File: config.mk
export PLATFORM = sky130hd
export DESIGN_NAME = board_move_ctrl
export DESIGN_NICKNAME = d
export VERILOG_FILES = /design/src/rtl/game2048_pkg.sv /design/src/rtl/line_merge4.sv /design/src/rtl/board_move_ctrl.sv
export SDC_FILE = /design/constraint.sdc
export NUM_CORES = 1
export LEC_CHECK = 0
export CORE_ASPECT_RATIO = 1.25
export CORE_MARGIN = 8
export CORE_UTILIZATION = 34
export CTS_BUF_LIST = sky130_fd_sc_hd__clkbuf_8
export CTS_CLUSTER_SIZE = 8
export DETAILED_ROUTE_END_ITERATION = 12
export HOLD_SLACK_MARGIN = 0.02
export PLACE_DENSITY = 0.53
export REMOVE_ABC_BUFFERS = 1
export SYNTH_ARGS = -nofsm -noshare
export SYNTH_HDL_FRONTEND = slang
export SYNTH_SLANG_ARGS = --single-unit
File: constraint.sdc
create_clock -name clk -period 10.5 [get_ports clk]
set_clock_uncertainty 0.1 [all_clocks]
set_input_delay 1.05 -clock clk [delete_from_list [all_inputs] [get_ports clk]]
set_output_delay 1.05 -clock clk [all_outputs]
set_load 0.05 [all_outputs]
File: src/rtl/game2048_pkg.sv
// 2048 board move shared definitions: directions, cell width,
// FSM encoding and the (dir, line, pos) -> cell index map.
package game2048_pkg;

   localparam int CELL_W = 4;
   localparam logic [CELL_W-1:0] MAX_EXP = '1;

   localparam logic [1:0] DIR_LEFT  = 2'd0;
   localparam logic [1:0] DIR_RIGHT = 2'd1;
   localparam logic [1:0] DIR_UP    = 2'd2;
   localparam logic [1:0] DIR_DOWN  = 2'd3;

   typedef logic [2:0] state_t;

   localparam state_t ST_INIT  = 3'd0;
   localparam state_t ST_IDLE  = 3'd1;
   localparam state_t ST_LINE0 = 3'd2;
   localparam state_t ST_LINE1 = 3'd3;
   localparam state_t ST_LINE2 = 3'd4;
   localparam state_t ST_LINE3 = 3'd5;
   localparam state_t ST_SPAWN = 3'd6;
   localparam state_t ST_CHECK = 3'd7;

   // pos 0 is the edge the tiles slide toward; result is {row, col}
   function automatic logic [3:0] cell_idx(
      input logic [1:0] dir,
      input logic [1:0] ln,
      input logic [1:0] pos
   );
      logic [1:0] rp;
      logic [3:0] idx;
      rp = 2'd3 - pos;
      case (dir)
         DIR_LEFT:  idx = {ln, pos};
         DIR_RIGHT: idx = {ln, rp};
         DIR_UP:    idx = {pos, ln};
         default:   idx = {rp, ln};
      endcase
      return idx;
   endfunction

endpackage

File: src/rtl/line_merge4.sv
// Combinational slide/merge of one 4-cell line toward index 0.
// Ports: cells_in/cells_out (4 exponents), changed, score_inc (SCORE_EN).
module line_merge4
   import game2048_pkg::*;
(
   input  logic [3:0][CELL_W-1:0] cells_in,
   output logic [3:0][CELL_W-1:0] cells_out,
   output logic                   changed
`ifdef SCORE_EN
  ,output logic [19:0]            score_inc
`endif
);

   // extra zero slot so the pair compare at index 3 stays in range
   logic [4:0][CELL_W-1:0] c;
   logic [CELL_W-1:0]      e;
   logic [2:0]             k;
   logic [1:0]             j;
   logic                   skip;

   always_comb begin
      c = '0;
      k = '0;
      for (int i = 0; i < 4; i++) begin
         if (cells_in[i] != '0) begin
            c[k] = cells_in[i];
            k = k + 3'd1;
         end
      end
      cells_out = '0;
      e = '0;
      j = '0;
      skip = 1'b0;
`ifdef SCORE_EN
      score_inc = '0;
`endif
      for (int i = 0; i < 4; i++) begin
         if (skip) begin
            skip = 1'b0;
         end else if (c[i] != '0) begin
            if (c[i] == c[i+1]) begin
               e = (c[i] == MAX_EXP) ? MAX_EXP : c[i] + 1'b1;
               cells_out[j] = e;
               skip = 1'b1;
`ifdef SCORE_EN
               score_inc = score_inc + (20'd1 << e);
`endif
            end else begin
               cells_out[j] = c[i];
            end
            j = j + 2'd1;
         end
      end
      changed = (cells_out != cells_in);
   end

endmodule

File: src/rtl/board_move_ctrl.sv
// 2048 move sequencer: slide/merge 4 lines, spawn a tile, evaluate end state.
// Ports: clk, clr (sync reset), move_valid/move_dir in; busy, done, moved,
// board, game_over, win out; score out only when SCORE_EN is defined.
module board_move_ctrl
   import game2048_pkg::*;
#(
   parameter logic [15:0] LFSR_SEED = 16'hACE1,
   parameter int          WIN_EXP   = 11
) (
   input  logic               clk,
   input  logic               clr,
   input  logic               move_valid,
   input  logic [1:0]         move_dir,
   output logic               busy,
   output logic               done,
   output logic               moved,
   output logic [16*CELL_W-1:0] board,
   output logic               game_over,
   output logic               win
`ifdef SCORE_EN
  ,output logic [19:0]        score
`endif
);

   state_t                    st;
   logic [15:0][CELL_W-1:0]   board_q;
   logic [15:0]               lfsr;
   logic [1:0]                dir_q;
   logic                      changed;
   logic [3:0]                p;
   logic [3:0]                pcnt;
   logic                      last;
   logic                      go_q;
   logic                      win_q;

   logic [1:0]                ln;
   logic [3:0][CELL_W-1:0]    lin;
   logic [3:0][CELL_W-1:0]    lout;
   logic                      lchg;
   logic                      fb;
   logic                      sp_empty;
   logic [CELL_W-1:0]         sp_val;
   logic                      full;
   logic                      pair;
   logic                      win_now;
   logic                      go_now;

   assign fb = lfsr[15] ^ lfsr[13] ^ lfsr[12] ^ lfsr[10];

   always_comb begin
      ln = 2'(st - ST_LINE0);
      lin = '0;
      for (int k = 0; k < 4; k++) begin
         lin[k] = board_q[cell_idx(dir_q, ln, 2'(k))];
      end
   end

`ifdef SCORE_EN
   logic [19:0] score_q;
   logic [19:0] sinc;
   logic [20:0] score_sum;

   assign score_sum = {1'b0, score_q} + {1'b0, sinc};
   assign score = score_q;

   line_merge4 u_merge (
      .cells_in  (lin),
      .cells_out (lout),
      .changed   (lchg),
      .score_inc (sinc)
   );
`else
   line_merge4 u_merge (
      .cells_in  (lin),
      .cells_out (lout),
      .changed   (lchg)
   );
`endif

   assign sp_empty = (board_q[p] == '0);
   assign sp_val = (lfsr[7:4] == 4'd0) ? CELL_W'(2) : CELL_W'(1);

   always_comb begin
      full = 1'b1;
      pair = 1'b0;
      win_now = 1'b0;
      for (int i = 0; i < 16; i++) begin
         if (board_q[i] == '0) full = 1'b0;
         if (board_q[i] >= CELL_W'(WIN_EXP)) win_now = 1'b1;
      end
      for (int r = 0; r < 4; r++) begin
         for (int c = 0; c < 3; c++) begin
            if (board_q[r*4+c] == board_q[r*4+c+1]) pair = 1'b1;
         end
      end
      for (int r = 0; r < 3; r++) begin
         for (int c = 0; c < 4; c++) begin
            if (board_q[r*4+c] == board_q[r*4+c+4]) pair = 1'b1;
         end
      end
   end

   assign go_now = full & ~pair;

   always_ff @(posedge clk) begin
      if (clr) begin
         st      <= ST_INIT;
         board_q <= '0;
         lfsr    <= LFSR_SEED;
         dir_q   <= DIR_LEFT;
         changed <= 1'b0;
         p       <= '0;
         pcnt    <= '0;
         last    <= 1'b0;
         go_q    <= 1'b0;
         win_q   <= 1'b0;
`ifdef SCORE_EN
         score_q <= '0;
`endif
      end else begin
         lfsr <= {lfsr[14:0], fb};
         case (st)
            ST_INIT: begin
               p    <= lfsr[3:0];
               pcnt <= '0;
               last <= 1'b0;
               st   <= ST_SPAWN;
            end
            ST_IDLE: begin
               if (move_valid) begin
                  dir_q   <= move_dir;
                  changed <= 1'b0;
                  st      <= ST_LINE0;
               end
            end
            ST_LINE0, ST_LINE1, ST_LINE2, ST_LINE3: begin
               for (int k = 0; k < 4; k++) begin
                  board_q[cell_idx(dir_q, ln, 2'(k))] <= lout[k];
               end
               changed <= changed | lchg;
`ifdef SCORE_EN
               score_q <= score_sum[20] ? 20'hFFFFF : score_sum[19:0];
`endif
               if (st != ST_LINE3) begin
                  st <= st + 3'd1;
               end else if (changed | lchg) begin
                  p    <= lfsr[3:0];
                  pcnt <= '0;
                  last <= 1'b1;
                  st   <= ST_SPAWN;
               end else begin
                  st <= ST_CHECK;
               end
            end
            ST_SPAWN: begin
               if (sp_empty) board_q[p] <= sp_val;
               if (sp_empty || pcnt == 4'd15) begin
                  // init runs a second pass from a fresh probe point
                  if (last) begin
                     st <= ST_CHECK;
                  end else begin
                     p    <= lfsr[3:0];
                     pcnt <= '0;
                     last <= 1'b1;
                  end
               end else begin
                  p    <= p + 4'd1;
                  pcnt <= pcnt + 4'd1;
               end
            end
            ST_CHECK: begin
               go_q  <= go_now;
               win_q <= win_q | win_now;
               st    <= ST_IDLE;
            end
            default: st <= ST_INIT;
         endcase
      end
   end

   assign busy      = (st != ST_IDLE);
   assign done      = (st == ST_CHECK);
   assign moved     = done & changed;
   assign board     = board_q;
   assign game_over = done ? go_now : go_q;
   assign win       = win_q | (done & win_now);

endmodule

==> impl_results.html <==
<table>
<tr><th>Metric</th><th>Value</th></tr>
<tr><th colspan="2">Critical path</th></tr>
<tr><td>Most Frequent Cell on Critical Path</td><td>sky130_fd_sc_hd__ha_1</td></tr>
<tr><td>Critical Path Source Type</td><td>flip-flop</td></tr>
<tr><td>Largest fanout on the critical path</td><td>20</td></tr>
<tr><td>Delay contributed by the slowest stage of the critical path</td><td>860 ps</td></tr>
<tr><td>Crit-path slowest cell</td><td>sky130_fd_sc_hd__and2_1</td></tr>
<tr><td>Buffering stage count on the worst path with inverters included</td><td>4</td></tr>
<tr><td>Data required, critical path</td><td>10690 ps</td></tr>
<tr><td>Worst path arrival time</td><td>around 10000 ps</td></tr>
<tr><td>Family with the most delay on the worst path</td><td>compound AO/OA/AOI/OAI gates</td></tr>
<tr><td>Crit Path Category</td><td>reg -&gt; reg</td></tr>
<tr><td>CP endpoint kind</td><td>flip-flop</td></tr>
<tr><th colspan="2">Logic synthesis</th></tr>
<tr><td>Adder-cell share of the synthesized area</td><td>0.0257</td></tr>
<tr><td>Number of warning messages in the yosys log</td><td>0</td></tr>
<tr><td>Synth cell types</td><td>about 120</td></tr>
<tr><td>Largest cells by area after synthesis</td><td>sky130_fd_sc_hd__dfxtp_1, sky130_fd_sc_hd__a21oi_1, sky130_fd_sc_hd__nor2_1</td></tr>
<tr><td>XOR/XNOR share of the synthesized area</td><td>0.0759</td></tr>
<tr><td>Top cell type's share of synthesized area</td><td>0.144</td></tr>
<tr><td>Cell count after synthesis</td><td>between 1.5k and 2k</td></tr>
<tr><td>Dominant combinational cell family by area after synthesis</td><td>compound AO/OA/AOI/OAI gates</td></tr>
<tr><td>Number of synthesized flops with an enable pin</td><td>0</td></tr>
<tr><td>Part of the Yosys area used for sequential elements</td><td>0.144</td></tr>
<tr><td>Asr flop ratio synth</td><td>0</td></tr>
<tr><td>Average cell area after synthesis</td><td>~7.1 µm²</td></tr>
<tr><td>Post-synthesis sequential element count</td><td>97</td></tr>
<tr><td>Mapped Area</td><td>about 13000 µm²</td></tr>
<tr><td>Complex-gate fraction of the synthesized area</td><td>0.340</td></tr>
<tr><td>Simple-Gate Fraction of Synth Area</td><td>0.258</td></tr>
<tr><td>Mux cell area share after synthesis</td><td>0.0750</td></tr>
<tr><td>Most common flop cell mapped by yosys</td><td>sky130_fd_sc_hd__dfxtp_1</td></tr>
<tr><td>Cell taking the most area after synthesis</td><td>sky130_fd_sc_hd__dfxtp_1</td></tr>
<tr><th colspan="2">Drt</th></tr>
<tr><td>Count of nets left with antenna violations after detail routing</td><td>0</td></tr>
<tr><td>DRT Pass-1 Iters</td><td>8</td></tr>
<tr><td>Via count</td><td>between 15k and 20k</td></tr>
<tr><td>Drt initial violations</td><td>around 2.1k</td></tr>
<tr><td>Average vias per placed instance</td><td>around 7</td></tr>
<tr><td>Drt drc</td><td>0</td></tr>
<tr><td>Post-Route WL</td><td>approximately 75 mm</td></tr>
<tr><td>Average routed wire per standard cell</td><td>around 32 µm</td></tr>
<tr><th colspan="2">Die</th></tr>
<tr><td>Die Height</td><td>~240 µm</td></tr>
<tr><td>Die Area</td><td>46200 µm²</td></tr>
<tr><td>Floorplan row count</td><td>81</td></tr>
<tr><td>Boundary pin count</td><td>74</td></tr>
<tr><td>Placeable core region</td><td>between 30000 and 40000 µm²</td></tr>
<tr><td>Width of the die</td><td>a little under 200 µm</td></tr>
<tr><td>Starting utilization of the core area</td><td>0.344</td></tr>
<tr><th colspan="2">GRT</th></tr>
<tr><td>First-pass GRT wire length</td><td>roughly 110 mm</td></tr>
<tr><td>Global router's overall resource usage</td><td>0.311</td></tr>
<tr><td>Vias in the first global route</td><td>approximately 16k</td></tr>
<tr><td>Remaining global-route overflow</td><td>0</td></tr>
<tr><td>Number of antenna violations at the first check in global routing</td><td>1</td></tr>
<tr><td>Maximum number of pins on one net before global-route repair</td><td>54</td></tr>
<tr><th colspan="2">Final layout</th></tr>
<tr><td>Layout cell share with drive strength beyond 1</td><td>0.113</td></tr>
<tr><td>Most frequent standard cell in the layout excluding fill and tap cells</td><td>sky130_fd_sc_hd__nor2_1</td></tr>
<tr><td>Ant. Diodes</td><td>0</td></tr>
<tr><td>Layout area overhead</td><td>10.2%</td></tr>
<tr><td>Commonest non-fill, non-tap cells in the layout</td><td>sky130_fd_sc_hd__nor2_1, sky130_fd_sc_hd__nand2_1, sky130_fd_sc_hd__a21oi_1</td></tr>
<tr><td>Multi-input gate area</td><td>between 10000 and 15000 µm²</td></tr>
<tr><td>Final net count</td><td>1903</td></tr>
<tr><td>Utilization of the core after routing</td><td>0.379</td></tr>
<tr><td>Footprint of the flip-flops and latches</td><td>1950 µm²</td></tr>
<tr><td>Filler cells</td><td>a little over 4k</td></tr>
<tr><th colspan="2">Timing</th></tr>
<tr><td>Final count of pins violating max slew</td><td>0</td></tr>
<tr><td>Final hold violation count</td><td>0</td></tr>
<tr><td>Post-route worst setup slack</td><td>approximately 560 ps</td></tr>
<tr><td>Period minus WS final</td><td>just under 10000 ps</td></tr>
<tr><td>Worst slack on hold paths</td><td>326 ps</td></tr>
<tr><td>Total of endpoints with negative setup slack in the final report</td><td>0</td></tr>
<tr><td>Achievable Freq</td><td>101 MHz</td></tr>
<tr><td>Share of the clock period used by the worst path</td><td>0.947</td></tr>
<tr><td>Setup TNS</td><td>0 ps</td></tr>
<tr><td>Slew @ Worst Pin</td><td>between 1000 and 1500 ps</td></tr>
<tr><td>Relative max-transition margin</td><td>0.240</td></tr>
<tr><td>Setup repair after global routing missed its margin</td><td>false</td></tr>
<tr><th colspan="2">Clocking</th></tr>
<tr><td>CTS Buffer Depth</td><td>2</td></tr>
<tr><td>Number of sinks driven by the clock tree</td><td>97</td></tr>
<tr><td>CTS Buf Count</td><td>9</td></tr>
<tr><td>TritonCTS clock tree</td><td>built</td></tr>
<tr><td>Hold buffers post-CTS</td><td>0</td></tr>
<tr><td>Root buffer cell</td><td>sky130_fd_sc_hd__clkbuf_8</td></tr>
<tr><td>Number of levels the H-tree was split into</td><td>3</td></tr>
<tr><td>Clk Latency, worst-skew pair</td><td>410 ps</td></tr>
<tr><td>Number of post-CTS setup repair buffers</td><td>0</td></tr>
<tr><td>Total of cells resized after clock tree synthesis</td><td>0</td></tr>
<tr><td>Clock slew at the register clock pins of the worst setup and hold paths</td><td>between 100 and 150 ps</td></tr>
<tr><th colspan="2">Run</th></tr>
<tr><td>Max Cap Violations</td><td>0</td></tr>
<tr><th colspan="2">Worst hold path</th></tr>
<tr><td>HP Class</td><td>reg -&gt; reg</td></tr>
<tr><th colspan="2">Placed design</th></tr>
<tr><td>Worst setup timing slack at the placement stage</td><td>between 800 and 900 ps</td></tr>
<tr><td>Routability congestion estimate</td><td>1.05</td></tr>
<tr><td>HPWL after detailed placement</td><td>between 50 and 60 mm</td></tr>
<tr><td>Quantity of I/O buffers inserted on ports</td><td>73</td></tr>
<tr><th colspan="2">Run status</th></tr>
<tr><td>Result of the run</td><td>finished, final reports clean</td></tr>
</table>
==> layer usage <==
metal,track usage,share of wire
met1,0.366,0.38
met2,0.519,0.45
met4,0.204,0.077
met3,0.0544,0.093
met5,0,0.00011
==> cells by family (layout without fill, tap and decap cells) <==
group	after synthesis	in the layout
compound gates	625	625
mux	91	91
xor+xnor	114	114
buf+inv	249	234
flops	97	97
fa+ha+maj	27	27
simple gates	688	688
==> sequential cells by signal, summed over array words and instances, names as in the netlist <==
name / count
dir_q: 2
last: 1
p: 4
board: 64
lfsr: 16
pcnt: 4
win_q: 1
changed: 1
st: 3
go_q: 1
==> worst paths after layout <==
check	start	to	slack [ps]	cells past startpoint
max	dir_q[1]	p[0]	560	32
min	lfsr[14]	lfsr[15]	330	1
max reg2reg	dir_q[1]	p[0]	560	32
min reg2reg	lfsr[14]	lfsr[15]	330	1
==> cells in the mapped netlist, types with 10 or more instances <==
cell,instances
sky130_fd_sc_hd__and3_1,16
sky130_fd_sc_hd__clkbuf_1,143
sky130_fd_sc_hd__a2bb2oi_1,10
sky130_fd_sc_hd__nand2b_1,12
sky130_fd_sc_hd__and2_1,20
sky130_fd_sc_hd__nor2b_1,31
sky130_fd_sc_hd__a32oi_1,18
sky130_fd_sc_hd__nand3_1,56
sky130_fd_sc_hd__a22oi_1,26
sky130_fd_sc_hd__nand4_1,35
sky130_fd_sc_hd__nor2_1,180
sky130_fd_sc_hd__or2_2,16
sky130_fd_sc_hd__o32ai_1,15
sky130_fd_sc_hd__buf_2,26
sky130_fd_sc_hd__o221ai_1,18
sky130_fd_sc_hd__nor3_1,58
sky130_fd_sc_hd__o211ai_1,23
sky130_fd_sc_hd__or3_1,16
sky130_fd_sc_hd__mux2_2,19
sky130_fd_sc_hd__a21o_1,14
sky130_fd_sc_hd__a21oi_1,138
sky130_fd_sc_hd__ha_1,26
sky130_fd_sc_hd__dfxtp_1,97
sky130_fd_sc_hd__o21ai_0,83
sky130_fd_sc_hd__xor2_1,50
sky130_fd_sc_hd__a31oi_1,42
sky130_fd_sc_hd__xnor2_1,61
sky130_fd_sc_hd__a211oi_1,15
sky130_fd_sc_hd__mux2i_1,63
sky130_fd_sc_hd__nor4_1,46
sky130_fd_sc_hd__buf_6,14
sky130_fd_sc_hd__o22ai_1,44
sky130_fd_sc_hd__inv_1,47
sky130_fd_sc_hd__a221oi_1,22
sky130_fd_sc_hd__nand2_1,154
==> through the flow <==
stage / area, µm² / instances
floorplan: 12600 / 1694
global placement: 14600 / 2358
detailed placement: 14600 / 2358
CTS: 14800 / 2374
global route: 14800 / 2374
finish: 14800 / 2374
==> area by class of cell <==
cell class	count	area share
Sequential cell	97	0.132
Multi-Input combinational cell	1545	0.704
Clock inverter	6	0.00380
Inverter	52	0.0132
Timing Repair Buffer	166	0.0960
Tap cell	498	0.0420
Clock buffer	10	0.00928
Power is not shown: default switching activity piles up to over one toggle a cycle in this logic, so the estimate is an artifact.
